<file path="config.mk">
export PLATFORM = sky130hd
export DESIGN_NAME = line_clear_ctrl
export DESIGN_NICKNAME = d
export VERILOG_FILES = /design/src/rtl/line_clear_ctrl.sv
export SDC_FILE = /design/constraint.sdc
export NUM_CORES = 1
export LEC_CHECK = 0
export CAP_MARGIN = 20
export CORE_MARGIN = 10
export CORE_UTILIZATION = 24
export DETAILED_ROUTE_END_ITERATION = 16
export PLACE_DENSITY = 0.81
export SETUP_SLACK_MARGIN = 0.1
export SYNTH_ARGS = -nofsm -noshare
export SYNTH_HDL_FRONTEND = slang
export SYNTH_SLANG_ARGS = --single-unit
</file>
<file path="constraint.sdc">
create_clock -name clk -period 3.14 [get_ports clk]
set_input_delay 0.628 -clock clk [delete_from_list [all_inputs] [get_ports clk]]
set_output_delay 0.628 -clock clk [all_outputs]
set_load 0.03 [all_outputs]
</file>
<file path="src/rtl/line_clear_ctrl.sv">
// Line-clear controller: scans the board bottom-up after a piece locks and
// strobes per-row shift-down pulses for every full row. Optional scoring: LINE_CLEAR_SCORE_EN.
module line_clear_ctrl #(
  parameter int ROWS = 20,
  parameter int COLS = 10
) (
  input  logic                 clk,
  input  logic                 reset,
  input  logic                 start,
  input  logic [ROWS*COLS-1:0] cell_occ,
  output logic [ROWS-1:0]      advance,
  output logic                 busy,
  output logic                 done,
  output logic [2:0]           lines_cleared,
  output logic [15:0]          score
);

  localparam int PTR_W = (ROWS > 1) ? $clog2(ROWS) : 1;
  localparam logic [PTR_W-1:0] PTR_TOP = PTR_W'(ROWS - 1);

  typedef enum logic [1:0] {
    IDLE  = 2'd0,
    SCAN  = 2'd1,
    SHIFT = 2'd2,
    DONE  = 2'd3
  } state_e;

  state_e           state_q, state_d;
  logic [PTR_W-1:0] ptr_q, ptr_d;
  logic [2:0]       lines_q, lines_d;
  logic [ROWS-1:0]  row_full;
  logic             cur_full;

  always_comb begin
    for (int r = 0; r < ROWS; r++) begin
      row_full[r] = &cell_occ[r*COLS +: COLS];
    end
  end

  assign cur_full = row_full[ptr_q];

  // NOTE: every variable gets a default before the case so no path leaves it
  // unassigned; otherwise synthesis infers a latch.
  always_comb begin
    state_d = state_q;
    ptr_d   = ptr_q;
    lines_d = lines_q;
    unique case (state_q)
      IDLE: begin
        if (start) begin
          state_d = SCAN;
          ptr_d   = PTR_TOP;
          lines_d = '0;
        end
      end
      SCAN: begin
        if (cur_full) begin
          state_d = SHIFT;
        end else if (ptr_q == '0) begin
          state_d = DONE;
        end else begin
          ptr_d = ptr_q - 1'b1;
        end
      end
      SHIFT: begin
        // Pointer is kept so the row that just moved down is rescanned.
        state_d = SCAN;
        if (lines_q != 3'd7) lines_d = lines_q + 3'd1;
      end
      DONE:    state_d = IDLE;
      default: state_d = IDLE;
    endcase
  end

  // NOTE: sequential state uses non-blocking assignments so all registers
  // update from the same pre-edge values.
  always_ff @(posedge clk or negedge reset) begin
    if (!reset) begin
      state_q <= IDLE;
      ptr_q   <= '0;
      lines_q <= '0;
    end else begin
      state_q <= state_d;
      ptr_q   <= ptr_d;
      lines_q <= lines_d;
    end
  end

  // Outputs decode registered state only, so reset clears them without a clock.
  always_comb begin
    advance = '0;
    if (state_q == SHIFT) begin
      for (int i = 0; i < ROWS; i++) begin
        advance[i] = (PTR_W'(i) <= ptr_q);
      end
    end
  end

  assign busy          = (state_q == SCAN) || (state_q == SHIFT);
  assign done          = (state_q == DONE);
  assign lines_cleared = lines_q;

`ifdef LINE_CLEAR_SCORE_EN
  logic [15:0] score_q, score_d;
  logic [10:0] award;
  logic [16:0] score_sum;

  always_comb begin
    unique case (lines_q)
      3'd0:    award = 11'd0;
      3'd1:    award = 11'd40;
      3'd2:    award = 11'd100;
      3'd3:    award = 11'd300;
      default: award = 11'd1200;
    endcase
    score_sum = {1'b0, score_q} + {6'd0, award};
    score_d   = score_q;
    if ((state_q == SCAN) && (state_d == DONE)) begin
      score_d = score_sum[16] ? 16'hFFFF : score_sum[15:0];
    end
  end

  always_ff @(posedge clk or negedge reset) begin
    if (!reset) score_q <= '0;
    else        score_q <= score_d;
  end

  assign score = score_q;
`else
  assign score = '0;
`endif

endmodule

</file>
# Word-level counts from Yosys, hierarchy flattened
# Cells that the tools add are included.
# Widths: inputs -> output; s select.
# classes
n_addsub,2
n_mul,0
div,0
order_cmp,21
eq_ne,9
n_shift,0
mux,14
bitwise,0
reduce_logical,28
# op_table
operator,n
$reduce_and 10->1,20
$le 4x5->1 const A,8
$le 3x5->1 const A,4
$le 5x5->1 const A,4
$mux 20,1
$mux 5,3
$le 1x5->1 const A,2
$le 2x5->1 const A,2
$pmux 5 s2,1
$ne 2x2->1 const B,4
$pmux 2 s4,1
$lt 5x6->1 const B,1
$mux 2,3
$mux 3,2
$ne 3x3->1 const B,2
$pmux 3 s2,1
$bmux 1 s5,1
$logic_not 5->1,1
$sub 5x1->5 const B,1
$eq 2x2->1 const B,2
$reduce_and 4->1,1
$reduce_bool 2->1,2
$add 3x1->3 const B,1
$reduce_and 3->1,1
other kinds (5),5
# totals
ff_bits,10
latch_bits,0
mem_bits_rw,0
romBits,0
in_bits,203
output_inout_bits,41
word_cells,77
n_memories,0

# Depth between registers and ports, before layout
# Gate-level depths: netlist (run 1).
# logic_depth
word_depth,5
depth_mapped,10
mapped_depth_nobuf,7

# Worst setup path before layout (run 1)
# Ideal clock, no wire load.
# synth_timing
path_kind,register to output
from,register ptr_q[0]
to,output advance[4]
arrival_ns,2.063
path_slack_ns,0.449
path_stages_with_launch,9
n_path_buf,3
cell_sequence,dfrtp_1 > buf_6 > buf_4 > clkbuf_1 > inv_1 > ha_1 > or3_1 > nand2_1 > a21boi_0
# synth_between
elab_chain_cells,2
# synth_lines
item,line,source
"start, declared",29,"logic [PTR_W-1:0] ptr_q, ptr_d;"
"start signal, assigned",84,ptr_q <= ptr_d;
$le 3x5->1,94,advance[i] = (PTR_W'(i) <= ptr_q);
$mux 20,92,if (state_q == SHIFT) begin
"end, declared",11,"output logic [ROWS-1:0] advance,"
# No other way between the ends.

# Worst setup path in the final report (run 1)
# layout_timing
from,register ptr_q[0]
to,output advance[8]
# layout_between
elab_chain_cells,2
# layout_lines
item,line
$le 4x5->1,94
$mux 20,92
# No other way between the ends.

==> impl_metrics.json, run 1 <==
{
  "dieArea_um2": 10900,
  "drive_gt1_frac": 0.0258,
  "cts_root_buf": "clkbuf_8",
  "yosysWarningCount": 0,
  "slew_headroom": 0.620,
  "worst_pin_slew_ns": 0.570,
  "grt_pass1_wl_um": 17500,
  "dpl_worst_slack_ns": 0.438,
  "slowest_stage": "clkdlybuf4s50_1",
  "setup_tns_ns": 0,
  "post-route-util": 0.591,
  "placed_cell_area_um2": 4010,
  "synthArstFlopShare": 1.00,
  "path_class": "reg2out",
  "initial_utilization": 0.249,
  "area_delta_synth_final_pct": 138,
  "cts_tree": "built",
  "power_density_nw_per_um2": 407,
  "syn_area_per_cell_um2": 7.03,
  "fin_area_um2": 4060,
  "cts_hold_buf": 0,
  "crit_top_cell": "o21a_1",
  "timing.fmax_mhz": 354,
  "met3_length_um": 837,
  "final_cell_mix": "clkdlybuf4s50_1 (227), nand4_1 (32), nand2_1 (27), nand3_1 (20), nor3_1 (18)",
  "first_pass_iters": 4,
  "outcome": "finished, final reports clean",
  "cts_max_level": 1,
  "grt_pass1_vias": 2849,
  "min_period_ns": 2.82,
  "critPathLaunchType": "flip-flop",
  "rsz0062_at_grt": "false",
  "critical-path-top-delay-family": "buffers and inverters",
  "synth-seq-cells": 10,
  "hold_viol_final": 0,
  "cp.required_ns": 2.51,
  "nets": 681,
  "ys_seq_area_frac": 0.147,
  "syn-instance-count": 243,
  "finalNonFillerCells": 561,
  "path_cells": "inv_1 -> ha_1 -> or3_1 -> o21a_1 -> o21a_1 -> clkdlybuf4s50_1",
  "cap_viol_max_count": 0,
  "final_common_cell": "clkdlybuf4s50_1",
  "ir_drop_uv": 472,
  "post_drt_wl_per_cell_um": 20.9,
  "synth_cell_types": 36,
  "clock_sinks": 10,
  "n_antenna_cell": 0,
  "wl_met2_um": 6120,
  "num_vias": 2740,
  "whs_ns": 0.556,
  "via_per_inst": 4.88,
  "fin_worst_skew_ns": 0.00222,
  "portBuffers": 227,
  "fin_crit_sh": 0.899,
  "cts_buffers": 3,
  "wl_met1_um": 4650,
  "worstPathArrival_ns": 2.20,
  "rows": 30,
  "path_clk_slew_ns": 0.05,
  "path_buf_inv": 2,
  "drc_errors": 0,
  "dp_cells": 558,
  "pin_count": 244,
  "antenna_found_initial": 0,
  "drv_slew": 0,
  "critPathMaxFanout": 4,
  "synth_flop_cell": "dfrtp_1",
  "drt_iter0_drc": 129,
  "slowest_delay_ns": 0.59,
  "gr-usage-all-layers": 0.201,
  "syn_area_um2": 1710,
  "fin_ws_ns": 0.316,
  "gp_congestion": 0.879,
  "clk_latency_ns": 0.23,
  "hpwl_um": 10600,
  "synth_edf_count": 0,
  "die_h_um": 104,
  "critPathCaptureType": "output port",
  "overflow": 0,
  "core_area_um2": 6870,
  "grt_max_degree": 31,
  "setup_violations": 0,
  "min_path_type": "reg2reg",
  "die_x_um": 104,
  "ant_nets": 0,
  "top_layer": "met4",
  "p_leak_nw": 1.50,
  "p_total_mw": 1.65,
  "wl_um": 11700,
  "cts_max_path_buffers": 2
}
==> report_power, final <==
part           internal, mW  switching (mW)  leakage [nW]
logic                 0.590           0.664          1.35
clock network        0.0834          0.0436        0.0216
registers             0.176          0.0929         0.124
total                 0.850           0.800          1.50
==> state kept, by name, indices dropped and copies added (netlist names) <==
signal / cells
state_q: 2
lines_cleared: 3
ptr_q: 5
==> cell type report <==
type	instances	area [um^2]
sequential	10	250
multi-input combinational	215	1320
timing repair buffer	231	2300
tap	96	120
clock buffer	3	41.3
inverter	6	22.5
fill	633	2810
==> final timing paths <==
check / startpoint / endpoint / slack, ns / cells after the start
min: lines_cleared[2]$_DFFE_PN0P_ / lines_cleared[2]$_DFFE_PN0P_ / 0.56 / 1
min reg2reg: lines_cleared[2]$_DFFE_PN0P_ / lines_cleared[2]$_DFFE_PN0P_ / 0.56 / 1
max: ptr_q[0]$_DFFE_PN0P_ / advance[8] / 0.32 / 6
max in group asynchronous: reset / ptr_q[0]$_DFFE_PN0P_ / 2.07 / 1
max reg2reg: ptr_q[2]$_DFFE_PN0P_ / ptr_q[2]$_DFFE_PN0P_ / 0.80 / 7
min in group asynchronous: reset / lines_cleared[1]$_DFFE_PN0P_ / 0.73 / 1
==> metal layers <==
layer,track usage,vias to the layer above
met4,0.0199,0
met1,0.224,1252
met3,0.0582,6
met5,0,-
li1,-,1348
met2,0.376,134
==> worst reg2reg max path: stages (launching register included) <==
cell and delay (ns):
dfrtp_1 0.70, nor3b_1 0.19, nand2_1 0.14, nor3_1 0.05, o311a_2 0.41, nor4_4 0.42
nand3_1 0.15, mux2i_1 0.14
==> cells by family (layout without fill, tap and decap cells) <==
logic type / count (synthesis) / count (layout) / share of synthesized area
buf+inv: 33 / 240 / 0.115
other cells: 1 / 16 / 0.00220
compound gates: 51 / 51 / 0.205
flops: 10 / 10 / 0.147
fa+ha+maj: 11 / 11 / 0.0806
simple gates: 134 / 134 / 0.433
mux: 3 / 3 / 0.0176
==> synth_stat cells, types with 2 or more instances <==
master | number | share of area
a211oi_1 | 4 | 0.018
inv_1 | 6 | 0.013
a22o_1 | 3 | 0.015
nor2_1 | 12 | 0.026
nand3_1 | 20 | 0.059
a21oi_1 | 11 | 0.032
nor3_1 | 18 | 0.053
nand4b_1 | 8 | 0.041
a21boi_0 | 9 | 0.040
ha_1 | 11 | 0.081
o21ai_0 | 6 | 0.018
nand2b_1 | 3 | 0.011
clkbuf_1 | 7 | 0.015
nor3_2 | 2 | 0.012
mux2i_1 | 3 | 0.018
nand4_1 | 32 | 0.12
buf_4 | 17 | 0.075
dfrtp_1 | 10 | 0.15
or3_1 | 4 | 0.015
o32ai_1 | 2 | 0.010
o31ai_1 | 6 | 0.026
nor2b_1 | 3 | 0.011
o21a_1 | 7 | 0.031
nand2_1 | 27 | 0.059
==> what timing repair did <==
| action | 4_1_cts | 5_1_grt |
|---|---|---|
| buffers inserted | 0 | 0 |
| setup endpoints to repair | 0 | 1 |
| resized for setup | 0 | 1 |
(Power assumes the default switching activity.)
==> run 2, diff against run 1 <==
--- a/config.mk
+++ b/config.mk
@@ -6,10 +6,12 @@
 export NUM_CORES = 1
 export LEC_CHECK = 0
 export CAP_MARGIN = 20
+export CORE_ASPECT_RATIO = 1.1
 export CORE_MARGIN = 10
 export CORE_UTILIZATION = 24
 export DETAILED_ROUTE_END_ITERATION = 16
 export PLACE_DENSITY = 0.81
+export REMOVE_ABC_BUFFERS = 1
 export SETUP_SLACK_MARGIN = 0.1
 export SYNTH_ARGS = -nofsm -noshare
 export SYNTH_HDL_FRONTEND = slang
==> run 2 against run 1 <==
  * Non-clock buffer count stayed put
  * Total power is 2.1% higher
  * Sequential share of layout area about the same
  * Hold slack better by 0.019 ns
  * Clock power grew 29%
  * Routed wire length shrank 2.0%
  * Via count up 0.51%
  * Maximum frequency decreased by 0.72%
  * Die area about the same
  * Critical path type unchanged
==> impl_metrics.json, run 2 (synthesis results as in run 1) <==
{
  "fin_crit_sh": 0.906,
  "portBuffers": 227,
  "rows": 32,
  "cap_viol_max_count": 0,
  "critPathCaptureType": "output port",
  "drc_errors": 0,
  "slew_headroom": 0.634,
  "critPathMaxFanout": 4,
  "setup_tns_ns": 0,
  "ant_nets": 0,
  "num_vias": 2754,
  "largest_register_ffs": 5,
  "grt_pass1_wl_um": 17200,
  "gr-usage-all-layers": 0.197,
  "crit_top_cell": "o21a_1",
  "via_per_inst": 5.00,
  "critPathLaunchType": "flip-flop",
  "p_total_mw": 1.69,
  "fin_area_um2": 4050,
  "cts_buffers": 3,
  "n_antenna_cell": 0,
  "die_x_um": 100,
  "top_register": "ptr_q",
  "placed_cell_area_um2": 4000,
  "ir_drop_uv": 263,
  "final_cell_mix": "clkdlybuf4s50_1 (226), nand4_1 (32), nand2_1 (27), nand3_1 (20), nor3_1 (18)",
  "slowest_delay_ns": 0.59,
  "clk_latency_ns": 0.24,
  "final_common_cell": "clkdlybuf4s50_1",
  "outcome": "finished, final reports clean",
  "min_period_ns": 2.84,
  "initial_utilization": 0.245,
  "worst_pin_slew_ns": 0.549,
  "cts_max_level": 1,
  "nets": 681,
  "cts_hold_buf": 0,
  "seq_area_um2": 250,
  "grt_max_degree": 31,
  "power_density_nw_per_um2": 416,
  "antenna_found_initial": 0,
  "dpl_worst_slack_ns": 0.461,
  "path_clk_slew_ns": 0.05,
  "post_drt_wl_per_cell_um": 20.8,
  "worstPathArrival_ns": 2.22,
  "core_area_um2": 6970,
  "multi_input_area_um2": 1320,
  "cts_resized": 0,
  "area_delta_synth_final_pct": 137,
  "wl_um": 11500,
  "path_class": "reg2out",
  "p_leak_nw": 1.51,
  "slowest_stage": "clkdlybuf4s50_1",
  "overflow": 0,
  "pin_count": 244,
  "cts_root_buf": "clkbuf_8",
  "n_fill_cell": 626,
  "hpwl_um": 10400,
  "die_h_um": 108,
  "rsz0062_at_grt": "false",
  "drt_iter0_drc": 80,
  "cts_setup_buffers": 0,
  "first_pass_iters": 4,
  "drive_gt1_frac": 0.0300,
  "fin_worst_skew_ns": 0.00645,
  "hold_viol_final": 0,
  "setup_violations": 0,
  "path_cells": "inv_1 -> ha_1 -> or3_1 -> o21a_1 -> o21a_1 -> clkdlybuf4s50_1",
  "fin_ws_ns": 0.295,
  "timing.fmax_mhz": 352,
  "dieArea_um2": 10900,
  "min_path_type": "reg2reg",
  "clock_sinks": 10,
  "grt_pass1_vias": 3053,
  "cp.required_ns": 2.51,
  "cts_max_path_buffers": 2,
  "cts_tree": "built",
  "gp_congestion": 0.887,
  "drv_slew": 0
}
## run 2: cell count changes in the layout (fill, tap and decap cells not counted), sizes merged
cell,previous run,this run
buf,4,5
clkbuf,3,4
clkdlybuf4s50,227,226
## run 2: per-stage QoR
stage	hold slack, ns	util	std cells
final	0.575	0.582	551
after global routing	0.603	0.582	551
after CTS	0.578	0.582	551
after detailed placement	0.554	0.574	547
after global placement	0.538	0.574	547
after floorplan	0.332	-	231
## run 2: worst paths after layout
kind	startpoint	endpoint	slack [ns]	cells past startpoint
min	lines_cleared[2]$_DFFE_PN0P_	lines_cleared[2]$_DFFE_PN0P_	0.58	1
min reg2reg	lines_cleared[2]$_DFFE_PN0P_	lines_cleared[2]$_DFFE_PN0P_	0.58	1
max	ptr_q[0]$_DFFE_PN0P_	advance[8]	0.30	6
min in group asynchronous	reset	ptr_q[2]$_DFFE_PN0P_	0.72	1
max reg2reg	ptr_q[0]$_DFFE_PN0P_	ptr_q[4]$_DFFE_PN0P_	0.74	8
max in group asynchronous	reset	lines_cleared[1]$_DFFE_PN0P_	2.09	1
## run 2: layout make-up
class / instances / area share
Timing Repair Buffer: 231 / 0.567
Multi-Input combinational cell: 215 / 0.326
Sequential cell: 10 / 0.0617
Tap cell: 85 / 0.0262
Clock buffer: 4 / 0.0136
Inverter: 6 / 0.00556
## run 2: layer usage
metal,share of wire,vias to the layer above,track usage,wire (um)
li1,-,1345,-,-
met1,0.38,1249,0.206,4390
met2,0.52,147,0.382,5960
met3,0.087,13,0.0581,999
met4,0.011,0,0.0333,127
met5,0,-,0,0
## run 2: worst max-delay path: cells and delay by family, from the launching register on
kind / cells / cell delay, ns
adder cells (fa/ha/maj): 1 / 0.23
flip-flops: 1 / 0.35
AO/OA/AOI/OAI: 2 / 0.35
buffers and inverters: 2 / 0.68
AND/OR/NAND/NOR: 1 / 0.37
## run 2: report_power, final
group          switching (mW)  internal [mW]  leakage, nW
Sequential             0.0928          0.176        0.124
Combinational           0.664          0.589         1.35
Clock                  0.0533          0.110       0.0288
Total                   0.810          0.875         1.51
